### src/rtl/ps2_pkg.sv
// Shared PS/2 definitions for the host transmit and keyboard receive paths.
package ps2_pkg;

    // Host-to-device transfer sequencing.
    typedef enum logic [2:0] {
        IDLE,
        INHIBIT,
        SEND,
        ACK,
        WAIT_IDLE
    } ps2_state_e;

    // Common command bytes and the device acknowledge response.
    localparam logic [7:0] CMD_SET_LED = 8'hED;
    localparam logic [7:0] CMD_ECHO    = 8'hEE;
    localparam logic [7:0] CMD_RESET   = 8'hFF;
    localparam logic [7:0] RSP_ACK     = 8'hFA;

    // Falling edges that carry d0..d7 and parity; the next one releases DATA for the stop bit.
    localparam int unsigned FRAME_DATA_EDGES = 9;

    // PS/2 uses odd parity over the eight data bits.
    function automatic logic odd_parity(input logic [7:0] b);
        return ~^b;
    endfunction

endpackage

### src/rtl/ps2_line_filter.sv
// Synchronizes one PS/2 pad, rejects glitches shorter than FILT_LEN samples and
// strobes a one-cycle pulse on every accepted 1->0 transition.
module ps2_line_filter #(
    parameter int FILT_LEN = 8
) (
    input  logic clk_i,
    input  logic rst_ni,
    input  logic line_i,
    output logic level_o,
    output logic fall_o
);

    localparam int CW = (FILT_LEN > 1) ? $clog2(FILT_LEN) : 1;

    logic [1:0]    sync_q;
    logic [CW-1:0] cnt_q, cnt_d;
    logic          level_q, level_d;
    logic          fall_q, fall_d;

    // Filter: count consecutive samples that disagree with the accepted level.
    always_comb begin
        cnt_d   = '0;
        level_d = level_q;
        if (sync_q[1] != level_q) begin
            if (cnt_q == CW'(FILT_LEN - 1)) begin
                level_d = sync_q[1];
            end else begin
                cnt_d = cnt_q + 1'b1;
            end
        end
        fall_d = level_q & ~level_d;
    end

    // Two-flop synchronizer plus filter state; idle bus level is high.
    always_ff @(posedge clk_i or negedge rst_ni) begin
        if (!rst_ni) begin
            sync_q  <= 2'b11;
            cnt_q   <= '0;
            level_q <= 1'b1;
            fall_q  <= 1'b0;
        end else begin
            // NOTE: non-blocking so every flop samples the pre-edge value; the synchronizer depends on it.
            sync_q  <= {sync_q[0], line_i};
            cnt_q   <= cnt_d;
            level_q <= level_d;
            fall_q  <= fall_d;
        end
    end

    assign level_o = level_q;
    assign fall_o  = fall_q;

endmodule

### src/rtl/ps2_host_tx.sv
// PS/2 host-to-device transmitter: inhibits the bus, requests to send, shifts out
// one 11-bit frame on device clock edges and reports ACK / timeout status.
module ps2_host_tx
    import ps2_pkg::*;
#(
    parameter int CLK_HZ     = 100_000_000,
    parameter int INHIBIT_US = 100,
    parameter int TIMEOUT_US = 15000,
    parameter int FILT_LEN   = 8
) (
    input  logic       CLK100MHZ,
    input  logic       CPU_RESETN,
    input  logic [7:0] tx_data,
    input  logic       tx_start,
    input  logic       ps2_clk_in,
    input  logic       ps2_data_in,
    output logic       ps2_clk_oe,
    output logic       ps2_data_oe,
    output logic       busy,
    output logic       done,
    output logic       ack_ok,
    output logic       timeout
);

    localparam int INHIBIT_CYC = CLK_HZ / 1_000_000 * INHIBIT_US;
    localparam int TIMEOUT_CYC = CLK_HZ / 1_000_000 * TIMEOUT_US;
    localparam int INH_W       = (INHIBIT_CYC > 1) ? $clog2(INHIBIT_CYC) : 1;
    localparam int TO_W        = (TIMEOUT_CYC > 1) ? $clog2(TIMEOUT_CYC) : 1;

    logic       clk_level;
    logic       clk_fall;
    logic [1:0] data_sync_q;
    logic       data_sync;

    ps2_state_e       state_q, state_d;
    logic [8:0]       shift_q, shift_d;
    logic [3:0]       bit_cnt_q, bit_cnt_d;
    logic [INH_W-1:0] inh_cnt_q, inh_cnt_d;
    logic [TO_W-1:0]  to_cnt_q, to_cnt_d;
    logic             rel_seen_q, rel_seen_d;
    logic             clk_oe_q, clk_oe_d;
    logic             data_oe_q, data_oe_d;
    logic             busy_q, busy_d;
    logic             done_q, done_d;
    logic             ack_q, ack_d;
    logic             timeout_q, timeout_d;
    logic             edge_ok;

    ps2_line_filter #(
        .FILT_LEN (FILT_LEN)
    ) u_clk_filt (
        .clk_i   (CLK100MHZ),
        .rst_ni  (CPU_RESETN),
        .line_i  (ps2_clk_in),
        .level_o (clk_level),
        .fall_o  (clk_fall)
    );

    // DATA only needs synchronizing; it is sampled while the device holds CLK low.
    always_ff @(posedge CLK100MHZ or negedge CPU_RESETN) begin
        if (!CPU_RESETN) begin
            data_sync_q <= 2'b11;
        end else begin
            data_sync_q <= {data_sync_q[0], ps2_data_in};
        end
    end

    assign data_sync = data_sync_q[1];

    // Our own inhibit pulls the filtered CLK low, so its echo edge must not count as
    // a device edge: accept edges only after CLK has been seen high since release.
    assign edge_ok = clk_fall & rel_seen_q;

    // Next-state and output logic; the timeout override comes last so it wins.
    always_comb begin
        // NOTE: every signal gets a default first so no path through the case infers a latch.
        state_d    = state_q;
        shift_d    = shift_q;
        bit_cnt_d  = bit_cnt_q;
        inh_cnt_d  = inh_cnt_q;
        to_cnt_d   = to_cnt_q;
        rel_seen_d = rel_seen_q;
        clk_oe_d   = clk_oe_q;
        data_oe_d  = data_oe_q;
        busy_d     = busy_q;
        done_d     = 1'b0;
        ack_d      = ack_q;
        timeout_d  = timeout_q;

        unique case (state_q)
            IDLE: begin
                // A start coinciding with the done pulse belongs to the old transfer.
                if (tx_start && !done_q) begin
                    shift_d   = {odd_parity(tx_data), tx_data};
                    ack_d     = 1'b0;
                    timeout_d = 1'b0;
                    busy_d    = 1'b1;
                    clk_oe_d  = 1'b1;
                    data_oe_d = 1'b0;
                    inh_cnt_d = '0;
                    state_d   = INHIBIT;
                end
            end

            INHIBIT: begin
                if (inh_cnt_q == INH_W'(INHIBIT_CYC - 1)) begin
                    // Single registered handover: start bit asserted as CLK is released.
                    clk_oe_d   = 1'b0;
                    data_oe_d  = 1'b1;
                    bit_cnt_d  = '0;
                    to_cnt_d   = '0;
                    rel_seen_d = 1'b0;
                    state_d    = SEND;
                end else begin
                    inh_cnt_d = inh_cnt_q + 1'b1;
                end
            end

            SEND: begin
                if (clk_level) begin
                    rel_seen_d = 1'b1;
                end
                if (edge_ok) begin
                    if (bit_cnt_q == 4'(FRAME_DATA_EDGES)) begin
                        data_oe_d = 1'b0;
                        state_d   = ACK;
                    end else begin
                        data_oe_d = ~shift_q[0];
                        shift_d   = {1'b0, shift_q[8:1]};
                        bit_cnt_d = bit_cnt_q + 1'b1;
                    end
                end
            end

            ACK: begin
                if (edge_ok) begin
                    ack_d   = ~data_sync;
                    state_d = WAIT_IDLE;
                end
            end

            WAIT_IDLE: begin
                if (clk_level && data_sync) begin
                    done_d  = 1'b1;
                    busy_d  = 1'b0;
                    state_d = IDLE;
                end
            end

            default: state_d = IDLE;
        endcase

        if (state_q == SEND || state_q == ACK || state_q == WAIT_IDLE) begin
            to_cnt_d = to_cnt_q + 1'b1;
            if (to_cnt_q == TO_W'(TIMEOUT_CYC - 1)) begin
                clk_oe_d  = 1'b0;
                data_oe_d = 1'b0;
                timeout_d = 1'b1;
                ack_d     = 1'b0;
                done_d    = 1'b1;
                busy_d    = 1'b0;
                state_d   = IDLE;
            end
        end
    end

    // State, datapath and registered outputs; reset releases both lines at once.
    always_ff @(posedge CLK100MHZ or negedge CPU_RESETN) begin
        if (!CPU_RESETN) begin
            state_q    <= IDLE;
            shift_q    <= '0;
            bit_cnt_q  <= '0;
            inh_cnt_q  <= '0;
            to_cnt_q   <= '0;
            rel_seen_q <= 1'b0;
            clk_oe_q   <= 1'b0;
            data_oe_q  <= 1'b0;
            busy_q     <= 1'b0;
            done_q     <= 1'b0;
            ack_q      <= 1'b0;
            timeout_q  <= 1'b0;
        end else begin
            state_q    <= state_d;
            shift_q    <= shift_d;
            bit_cnt_q  <= bit_cnt_d;
            inh_cnt_q  <= inh_cnt_d;
            to_cnt_q   <= to_cnt_d;
            rel_seen_q <= rel_seen_d;
            clk_oe_q   <= clk_oe_d;
            data_oe_q  <= data_oe_d;
            busy_q     <= busy_d;
            done_q     <= done_d;
            ack_q      <= ack_d;
            timeout_q  <= timeout_d;
        end
    end

    assign ps2_clk_oe  = clk_oe_q;
    assign ps2_data_oe = data_oe_q;
    assign busy        = busy_q;
    assign done        = done_q;
    assign ack_ok      = ack_q;
    assign timeout     = timeout_q;

endmodule

### config.mk
export PLATFORM = sky130hd
export DESIGN_NAME = ps2_host_tx
export DESIGN_NICKNAME = d
export VERILOG_FILES = /design/src/rtl/ps2_pkg.sv /design/src/rtl/ps2_line_filter.sv /design/src/rtl/ps2_host_tx.sv
export SDC_FILE = /design/constraint.sdc
export NUM_CORES = 1
export LEC_CHECK = 0
export ABC_CLOCK_PERIOD_IN_PS = 2900
export BUFFER_PORTS_ARGS = -buffer_cell sky130_fd_sc_hd__buf_2
export CAP_MARGIN = 10
export CORE_MARGIN = 2
export CORE_UTILIZATION = 50
export DETAILED_ROUTE_END_ITERATION = 10
export PLACE_DENSITY = 0.67
export SYNTH_ARGS = -nofsm -noshare
export SYNTH_HDL_FRONTEND = slang
export SYNTH_SLANG_ARGS = --single-unit
export TNS_END_PERCENT = 10
### constraint.sdc
create_clock -name CLK100MHZ -period 2.9 [get_ports CLK100MHZ]
set_clock_uncertainty 0.1 [all_clocks]
set_input_delay 0.435 -clock CLK100MHZ [delete_from_list [all_inputs] [get_ports CLK100MHZ]]
set_output_delay 0.435 -clock CLK100MHZ [all_outputs]
set_load 0.05 [all_outputs]
==> results of run 1 <==
==> cells in the final DEF (no fill, tap or decap), types with 3 or more instances in the layout <==
cell | synthesis | routed
dfrtp_1 | 62 | 62
nand2_1 | 24 | 24
buf_2 | 0 | 18
mux2_2 | 17 | 17
nand3_1 | 17 | 17
a21oi_1 | 15 | 15
o31ai_1 | 15 | 15
nand4_1 | 13 | 13
o21ai_0 | 11 | 11
nor2_1 | 10 | 10
or4_1 | 10 | 10
clkbuf_8 | 0 | 10
o211ai_1 | 9 | 9
inv_1 | 8 | 8
and3_1 | 8 | 8
o221ai_1 | 8 | 8
xnor2_1 | 7 | 7
and2_1 | 6 | 6
mux2i_1 | 6 | 6
ha_1 | 6 | 6
o21a_1 | 5 | 5
dfstp_2 | 5 | 5
nor3_1 | 4 | 4
a31oi_1 | 4 | 4
buf_4 | 1 | 4
nor3b_1 | 3 | 3
xor2_1 | 3 | 3
and4_1 | 3 | 3
nor4_1 | 3 | 3
==> sequential cells by signal, indices dropped and copies added (netlist names), 2 cells and up <==
| name | cells |
|---|---|
| to_cnt_q | 21 |
| inh_cnt_q | 14 |
| shift_q | 9 |
| bit_cnt_q | 4 |
| state_q | 3 |
| u_clk_filt.cnt_q | 3 |
| data_sync_q | 2 |
| u_clk_filt.sync_q | 2 |
==> worst max-delay path: cells and delay by family (launching register included) <==
| family | cells | cell delay (ns) |
|---|---|---|
| AND/OR/NAND/NOR | 2 | 0.97 |
| flip-flops | 1 | 0.41 |
| AO/OA/AOI/OAI | 2 | 0.80 |
==> cell usage after synthesis, types with 4 or more instances <==
cell	count
o21a_1	5
nand2_1	24
o21ai_0	11
nor3_1	4
or4_1	10
mux2_2	17
nand4_1	13
o211ai_1	9
a31oi_1	4
a21oi_1	15
inv_1	8
ha_1	6
mux2i_1	6
nor2_1	10
dfstp_2	5
o221ai_1	8
and2_1	6
nand3_1	17
clkbuf_1	15
o31ai_1	15
xnor2_1	7
and3_1	8
dfrtp_1	62
==> power by group <==
group	internal (uW)	total, uW	switching (uW)
combinational	47.3	93.7	46.4
clock	507	882	375
sequential	965	988	22.2
==> through the flow <==
stage / cell area (um2) / setup WS [ns] / instances
after floorplan: 3480 / 0.843 / 334
after global placement: 3640 / 0.608 / 419
after detailed placement: 3640 / 0.496 / 419
after CTS: 3860 / 0.480 / 435
after global routing: 3860 / 0.288 / 435
final: 3860 / 0.484 / 435
==> worst max-delay path by stage <==
| stage | from | slack [ns] | endpoint |
|---|---|---|---|
| after floorplan | state_q[0] | 0.84 | inh_cnt_q[8] |
| after global placement | inh_cnt_q[11] | 0.61 | to_cnt_q[5] |
| after detailed placement | inh_cnt_q[11] | 0.50 | to_cnt_q[5] |
| after CTS | inh_cnt_q[11] | 0.48 | to_cnt_q[5] |
| after global routing | inh_cnt_q[11] | 0.29 | to_cnt_q[10] |
| final | inh_cnt_q[11] | 0.48 | to_cnt_q[5] |
==> area by class of cell <==
| type | count | area (um2) |
|---|---|---|
| clock buffer | 10 | 138 |
| timing repair buffer | 23 | 140 |
| sequential | 67 | 1680 |
| inverter | 8 | 30.0 |
| clock inverter | 6 | 88.8 |
| tap | 80 | 100 |
| fill | 581 | 2890 |
| multi-input combinational | 241 | 1680 |
==> cell families (layout without fill, tap and decap cells) <==
family | count (synthesis) | count (layout) | synth area share [%]
AO/OA/AOI/OAI | 85 | 85 | 17.1
buffers and inverters | 26 | 47 | 3.17
adder cells (fa/ha/maj) | 6 | 6 | 2.16
XOR/XNOR | 10 | 10 | 2.52
flip-flops | 67 | 67 | 48.4
AND/OR/NAND/NOR | 117 | 117 | 19.5
multiplexers | 23 | 23 | 7.23
==> metal layers <==
layer	part of all wire, %	routed length (um)	track usage, %	up-vias
li1	-	-	-	1310
met1	50	3620	30.7	1306
met2	45	3230	30.2	54
met3	4.1	297	5.31	7
met4	1.1	82	6.57	0
met5	0	0	0	-
==> impl_metrics.env, run 1 <==
export IMPL_gr_usage_all_layers_pct=20.8
export IMPL_io_buffers=18
export IMPL_vdd_drop_max_uv=292
export IMPL_cts_buffers=9
export IMPL_clkTransAtPathRegs_ns=0.08
export IMPL_rows=30
export IMPL_synth_top_cells_by_area="dfrtp_1 45%, mux2_2 5.5%, dfstp_2 3.8%"
export IMPL_clock_fmax_ghz=0.414
export IMPL_grt_max_degree=41
export IMPL_relSlewSlack_pct=43.2
export IMPL_place_gp_congestion=0.760
export IMPL_crit_path_top_delay_cell="o21ai_1"
export IMPL_yosysTopAreaCell="dfrtp_1"
export IMPL_final_setup_viol_count=0
export IMPL_min_period_ns=2.42
export IMPL_ctsHoldBuffers=0
export IMPL_max_cap_viol_count=0
export IMPL_hold_slack_ns=0.0156
export IMPL_path_class="register to register"
export IMPL_syn2layout_area_growth_pct=11.1
export IMPL_avgViaCountPerCell=6.15
export IMPL_first_pass_iters=6
export IMPL_die_area_um2=7640
export IMPL_rsz0062_at_grt="no"
export IMPL_slew_viol_final=0
export IMPL_cp_cell_sequence="nor4b_1 -> nand4_1 -> o21ai_1 -> a31oi_1"
export IMPL_clockRootBuffer="clkbuf_8"
export IMPL_tritoncts="done"
export IMPL_nNetsFinal=369
export IMPL_drive_gt1_share_pct=19.4
export IMPL_vias=2677
export IMPL_grt_pass1_vias=2480
export IMPL_drtIter0Drc=185
export IMPL_synthesis_area_um2=3480
export IMPL_synth_top_area_share_pct=44.6
export IMPL_crit_fanout=8
export IMPL_p_per_area_nw_per_um2=508
export IMPL_worst_pin_slew_ns=0.851
export IMPL_r2r_end="to_cnt_q[5]"
export IMPL_worstPathRequired_ns=3.00
export IMPL_ioPinCount=19
export IMPL_crit_path_start_kind="register"
export IMPL_synth_edf_count=0
export IMPL_die_y_um=87.4
export IMPL_wl_per_cell_um=16.6
export IMPL_ff2ff_setup_slack_ns=0.48
export IMPL_cts_path_max_buffers=2
export IMPL_fin_setup_tns_ns=0
export IMPL_drcViolationCount=0
export IMPL_cts_max_level=3
export IMPL_hp_class="input pin to async pin"
export IMPL_syn_num_nets=353
export IMPL_critPathArrivalTime_ns=2.52
export IMPL_yosysWarnings=0
export IMPL_async_flop_share_pct=100
export IMPL_cp_end_kind="register"
export IMPL_core_area_um2=6760
export IMPL_drtAntennaViolNets=0
export IMPL_gr_total_overflow=0
export IMPL_r2r_start="inh_cnt_q[11]"
export IMPL_outcome="completed"
export IMPL_antenna_found_initial=0
export IMPL_grt_pass1_wl_um=12400
export IMPL_postCtsSetupRepairBufs=0
export IMPL_min_period_over_period_pct=83.3
export IMPL_antenna_cells=0
export IMPL_finalPower_uw=1960
export IMPL_ys_seq_area_share_pct=48.4
export IMPL_start_util_pct=51.5
export IMPL_drt_total_wl_um=7220
export IMPL_worstRegToRegCells=4
export IMPL_hold_viol_final=0
export IMPL_yosys_most_used_dff="dfrtp_1"
export IMPL_p_leak_uw=0.00165
export IMPL_cts_resized_gates=0
export IMPL_ys_types=55
export IMPL_avgSynthCellArea_um2=10.4
export IMPL_clk_latency_ns=0.34
export IMPL_utilization_pct=57.2
export IMPL_ys_ff_latch=67
export IMPL_clock_sinks=67
export IMPL_hpwlAfterDp_um=4920
export IMPL_max_stage_delay_ns=0.63
export IMPL_syn_inst=334
export IMPL_die_width_um=87.4
No activity file was read; power rests on OpenSTA's default activity.
==> run 2, diff against run 1 <==
--- a/config.mk
+++ b/config.mk
@@ -5,7 +5,7 @@
 export SDC_FILE = /design/constraint.sdc
 export NUM_CORES = 1
 export LEC_CHECK = 0
-export ABC_CLOCK_PERIOD_IN_PS = 2900
+export ABC_CLOCK_PERIOD_IN_PS = 2400
 export BUFFER_PORTS_ARGS = -buffer_cell sky130_fd_sc_hd__buf_2
 export CAP_MARGIN = 10
 export CORE_MARGIN = 2
==> constraint.sdc (replaced) <==
create_clock -name CLK100MHZ -period 2.4 [get_ports CLK100MHZ]
set_clock_uncertainty 0.1 [all_clocks]
set_input_delay 0.36 -clock CLK100MHZ [delete_from_list [all_inputs] [get_ports CLK100MHZ]]
set_output_delay 0.36 -clock CLK100MHZ [all_outputs]
set_load 0.05 [all_outputs]
==> run 2 against run 1 <==
Effect of this change:
- sequential share of layout area shrank 0.45 points
- combinational power grew 27%
- critical path depth grew 1
- maximum frequency grew 11%
- worst hold slack gained 0.24 ns
- global-route usage grew 0.19 points
- largest cell class unchanged
- largest power group unchanged
==> impl_metrics.env, run 2 (same netlist as run 1, synthesis figures left out) <==
export IMPL_rsz0062_at_grt="no"
export IMPL_rows=30
export IMPL_vdd_drop_max_uv=339
export IMPL_hp_start="u_clk_filt.sync_q[0]"
export IMPL_nNetsFinal=377
export IMPL_p_comb_share_pct=5.3
export IMPL_syn2layout_area_growth_pct=12.3
export IMPL_io_buffers=18
export IMPL_avgViaCountPerCell=6.13
export IMPL_ff2ff_setup_slack_ns=0.23
export IMPL_largest_reg_flops=21
export IMPL_max_cap_viol_count=0
export IMPL_place_gp_congestion=0.797
export IMPL_crit_fanout=18
export IMPL_antenna_found_initial=0
export IMPL_antenna_cells=0
export IMPL_hold_slack_ns=0.256
export IMPL_relSlewSlack_pct=47.3
export IMPL_fin_setup_tns_ns=0
export IMPL_utilization_pct=57.8
export IMPL_internal_power_uw=1760
export IMPL_r2r_start="inh_cnt_q[11]"
export IMPL_gr_usage_all_layers_pct=21.0
export IMPL_core_area_um2=6760
export IMPL_layout_commonest_cell="dfrtp_1"
export IMPL_worst_pin_slew_ns=0.790
export IMPL_drt_total_wl_um=7190
export IMPL_cts_path_max_buffers=2
export IMPL_slew_viol_final=0
export IMPL_cp_end_kind="register"
export IMPL_finalWorstSetupSlack_ns=0.233
export IMPL_hp_class="register to register"
export IMPL_min_to="u_clk_filt.sync_q[1]"
export IMPL_p_per_area_nw_per_um2=578
export IMPL_first_pass_iters=4
export IMPL_critPathArrivalTime_ns=2.32
export IMPL_placed_area_um2=3670
export IMPL_grt_max_degree=68
export IMPL_hpwlAfterDp_um=4800
export IMPL_cts_max_level=3
export IMPL_final_setup_viol_count=0
export IMPL_postCtsSetupRepairBufs=0
export IMPL_clock_fmax_ghz=0.461
export IMPL_path_buf_inv=1
export IMPL_outcome="completed"
export IMPL_r2r_end="state_q[1]"
export IMPL_path_class="register to register"
export IMPL_die_y_um=87.4
export IMPL_drcViolationCount=0
export IMPL_hold_viol_final=0
export IMPL_critPathTopFamily="simple AND/OR/NAND/NOR gates"
export IMPL_clockRootBuffer="clkbuf_8"
export IMPL_crit_path_top_delay_cell="nor4b_1"
export IMPL_vias=2716
export IMPL_p_switching_uw=492
export IMPL_worstRegToRegCells=5
export IMPL_grt_pass1_wl_um=12400
export IMPL_top_register="to_cnt_q"
export IMPL_grt_pass1_vias=2577
export IMPL_pwr_share_clk_pct=41.8
export IMPL_pre_cts_ws_ns=0.197
export IMPL_whs_path_depth=0
export IMPL_cts_buffers=9
export IMPL_drtAntennaViolNets=0
export IMPL_drive_gt1_share_pct=19.8
export IMPL_max_stage_delay_ns=0.52
export IMPL_start_util_pct=51.5
export IMPL_wl_per_cell_um=16.2
export IMPL_top_regs="to_cnt_q: 21 flops, inh_cnt_q: 14 flops, shift_q: 9 flops"
export IMPL_gr_total_overflow=0
export IMPL_clk_latency_ns=0.34
export IMPL_cp_cell_sequence="nor4b_1 -> nand4_1 -> buf_4 -> or3b_2 -> a211oi_1"
export IMPL_clock_sinks=67
export IMPL_die_width_um=87.4
export IMPL_p_leak_uw=0.00168
export IMPL_power_switching_share_pct=21.8
export IMPL_crit_path_start_kind="register"
export IMPL_fin_area_um2=3900
export IMPL_min_period_over_period_pct=90.3
export IMPL_min_period_ns=2.17
export IMPL_worstPathRequired_ns=2.55
export IMPL_ioPinCount=19
export IMPL_drtIter0Drc=172
export IMPL_final_cell_mix="62 x dfrtp_1, 24 x nand2_1, 18 x buf_2"
export IMPL_tritoncts="done"
export IMPL_die_area_um2=7640
export IMPL_pwr_share_seq_pct=52.9
export IMPL_clkTransAtPathRegs_ns=0.07
run 2: how the worst max path moves through the flow:
stage / startpoint / to / slack (ns) / cells past startpoint
global placement: state_q[0] / inh_cnt_q[5] / 0.24 / 4
CTS: state_q[0] / inh_cnt_q[7] / 0.17 / 4
detailed placement: state_q[0] / inh_cnt_q[5] / 0.20 / 4
floorplan: state_q[0] / inh_cnt_q[8] / 0.34 / 7
finish: inh_cnt_q[11] / state_q[1] / 0.23 / 5
global route: inh_cnt_q[6] / state_q[1] / 0.1 / 5
run 2: power groups by stage:
stage	combinational [uW]	sequential [uW]	clock [uW]
finish	119	1190	944
global route	137	1200	1020
floorplan	68.5	1210	0
CTS	119	1190	962
detailed placement	117	1210	0
global placement	112	1210	0
run 2: repair_timing:
| item | 4_1_cts | 5_1_grt |
|---|---|---|
| endpoints found under the setup margin | 0 | 1 |
| hold endpoints to repair | 63 | 1 |
| hold buffers | 2 | 1 |
| resized for setup | 0 | 1 |
run 2: area by class of cell:
class | count | area, um2
fill | 596 | 2850
multi-input combinational | 241 | 1690
sequential | 67 | 1680
timing repair buffer | 31 | 208
clock buffer | 14 | 163
tap | 80 | 100
clock inverter | 2 | 35.0
inverter | 8 | 30.0
run 2: layer usage:
layer | GRT usage [%] | part of all wire [%] | vias to the layer above
li1 | - | - | 1328
met1 | 29.0 | 47 | 1331
met2 | 32.4 | 48 | 46
met3 | 5.88 | 3.4 | 11
met4 | 6.57 | 1.5 | 0
met5 | 0 | 0 | -
run 2: metrics by stage:
stage	power, uW	std cells
floorplan	1270	334
global placement	1330	424
detailed placement	1330	424
CTS	2280	442
global route	2350	443
finish	2260	443
==> run 3, diff against run 2 <==
--- a/config.mk
+++ b/config.mk
@@ -5,7 +5,7 @@
 export SDC_FILE = /design/constraint.sdc
 export NUM_CORES = 1
 export LEC_CHECK = 0
-export ABC_CLOCK_PERIOD_IN_PS = 2400
+export ABC_CLOCK_PERIOD_IN_PS = 2000
 export BUFFER_PORTS_ARGS = -buffer_cell sky130_fd_sc_hd__buf_2
 export CAP_MARGIN = 10
 export CORE_MARGIN = 2
==> constraint.sdc (replaced) <==
create_clock -name CLK100MHZ -period 2 [get_ports CLK100MHZ]
set_clock_uncertainty 0.1 [all_clocks]
set_input_delay 0.3 -clock CLK100MHZ [delete_from_list [all_inputs] [get_ports CLK100MHZ]]
set_output_delay 0.3 -clock CLK100MHZ [all_outputs]
set_load 0.05 [all_outputs]
==> run 3 against run 2 <==
Effect of this change:
- the flow now finishes with violations (negative setup slack)
- critical path type unchanged
- critical path depth is the same
- count of clock-buffer cells in the layout is the same
- final cell count grew 6.1%
- power grew 21%
- combinational power grew 20%
- utilization grew 4.2 points
- wire length grew 5.3%
- global-route usage grew 0.41 points
==> impl_metrics.env, run 3 (same netlist as run 1, synthesis figures left out) <==
export IMPL_io_buffers=18
export IMPL_cts_buffers=9
export IMPL_finalWorstSetupSlack_ns=-0.0107
export IMPL_clk_latency_ns=0.34
export IMPL_nNetsFinal=404
export IMPL_clock_sinks=67
export IMPL_clock_fmax_ghz=0.497
export IMPL_hpwlAfterDp_um=5120
export IMPL_vdd_drop_max_uv=515
export IMPL_placed_area_um2=3860
export IMPL_violations="negative setup slack"
export IMPL_slew_viol_final=0
export IMPL_hp_class="input pin to register"
export IMPL_cts_path_max_buffers=2
export IMPL_rsz0062_at_grt="yes"
export IMPL_crit_path_top_delay_cell="or4_1"
export IMPL_drt_total_wl_um=7570
export IMPL_place_gp_congestion=0.866
export IMPL_p_leak_uw=0.00183
export IMPL_crit_start="state_q[2]"
export IMPL_final_setup_viol_count=2
export IMPL_regArea_um2=1680
export IMPL_cts_max_level=3
export IMPL_ioPinCount=19
export IMPL_die_y_um=87.4
export IMPL_wl_per_cell_um=16.1
export IMPL_min_to="shift_q[0]"
export IMPL_path_buf_inv=1
export IMPL_worstPathRequired_ns=2.17
export IMPL_grt_max_degree=68
export IMPL_first_pass_iters=4
export IMPL_fin_area_um2=4190
export IMPL_drive_gt1_share_pct=26.2
export IMPL_grt_pass1_vias=2613
export IMPL_worst_pin_slew_ns=0.484
export IMPL_min_period_ns=2.01
export IMPL_crit_fanout=12
export IMPL_ff2ff_setup_slack_ns=-0.01
export IMPL_critPathArrivalTime_ns=2.18
export IMPL_hold_viol_final=0
export IMPL_layout_commonest_cell="dfrtp_1"
export IMPL_cp_end_kind="register"
export IMPL_cp_cell_sequence="or3b_1 -> a41o_1 -> buf_12 -> or4_1 -> a21oi_1"
export IMPL_critPathTopFamily="simple AND/OR/NAND/NOR gates"
export IMPL_final_cells=470
export IMPL_drcViolationCount=0
export IMPL_max_cap_viol_count=0
export IMPL_vias=2848
export IMPL_start_util_pct=51.5
export IMPL_whs_path_depth=3
export IMPL_gr_usage_all_layers_pct=21.5
export IMPL_crit_cells=5
export IMPL_crit_path_start_kind="register"
export IMPL_drtIter0Drc=189
export IMPL_path_class="register to register"
export IMPL_rows=30
export IMPL_finalPower_uw=2720
export IMPL_multi_input_area_um2=1730
export IMPL_drtAntennaViolNets=0
export IMPL_hp_start="tx_data[0]"
export IMPL_dp_cells=446
export IMPL_core_area_um2=6760
export IMPL_worstRegToRegCells=5
export IMPL_die_width_um=87.4
export IMPL_r2r_start="state_q[2]"
export IMPL_avgViaCountPerCell=6.06
export IMPL_max_stage_delay_ns=0.49
export IMPL_gr_total_overflow=0
export IMPL_die_area_um2=7640
export IMPL_antenna_found_initial=0
export IMPL_syn2layout_area_growth_pct=20.5
export IMPL_antenna_cells=0
export IMPL_n_fill_cell=546
export IMPL_clkTransAtPathRegs_ns=0.07
export IMPL_tritoncts="done"
export IMPL_min_period_over_period_pct=101
export IMPL_relSlewSlack_pct=67.7
export IMPL_largest_reg_flops=21
export IMPL_p_per_area_nw_per_um2=650
export IMPL_top_regs="to_cnt_q: 21 flops, inh_cnt_q: 14 flops, shift_q: 9 flops"
export IMPL_grt_pass1_wl_um=12600
export IMPL_final_cell_mix="62 x dfrtp_1, 33 x buf_4, 24 x nand2_1"
export IMPL_r2r_end="inh_cnt_q[7]"
export IMPL_top_register="to_cnt_q"
export IMPL_clockRootBuffer="clkbuf_8"
export IMPL_outcome="finished, violations left"
[run 3: final cells by class]
type / count / share of cell area (%)
flip-flops and latches: 67 / 40.2
clock inverters: 2 / 0.836
multi-input cells: 241 / 41.2
repair buffers: 58 / 10.8
clock buffers: 14 / 3.88
inverters: 8 / 0.717
well taps: 80 / 2.39
[run 3: power breakdown]
| group | internal, uW | total, uW | switching, uW |
|---|---|---|---|
| Clock | 645 | 1150 | 501 |
| Sequential | 1400 | 1430 | 32.8 |
| Combinational | 74.6 | 143 | 68.7 |
[run 3: routing by layer]
metal  up-vias  wire length (um)  global-route usage, %
li1       1376                 -                      -
met1      1408              3620                   30.3
met2        53              3550                   32.3
met3        11               280                   5.40
met4         0               110                   7.13
met5         -                 0                      0
[run 3: timing repair]
action | CTS | global route
resized for setup | 1 | 6
hold buffers | 3 | 0
cloned | 0 | 1
pin swaps | 2 | 7
setup endpoints to repair | 16 | 30
setup buffers | 0 | 4
hold endpoints to repair | 64 | 0
[run 3: per-stage QoR]
| stage | setup WS, ns | util, % | hold WS, ns | TNS [ns] |
|---|---|---|---|---|
| 6_report | -0.0107 | 62.0 | 0.244 | -0.0176 |
| 5_1_grt | -0.0471 | 62.0 | 0.245 | -0.210 |
| 4_1_cts | -0.00384 | 60.7 | 0.235 | -0.00384 |
| 3_5_place_dp | -0.122 | 57.2 | 0.247 | -0.435 |
| 3_3_place_gp | -0.0514 | 57.2 | 0.246 | -0.0514 |
| 2_1_floorplan | -0.0345 | - | -0.0956 | -0.0854 |
[run 3: worst max-delay path by stage]
stage and to:
3_3_place_gp state_q[1], 6_report inh_cnt_q[7], 2_1_floorplan inh_cnt_q[10], 4_1_cts inh_cnt_q[6]
3_5_place_dp state_q[1], 5_1_grt inh_cnt_q[7]
[run 3: tightest hold or removal path: cells and delay by family]
family / cells / cell delay (ns)
muxes: 2 / 0.26
buffers and inverters: 1 / 0.09
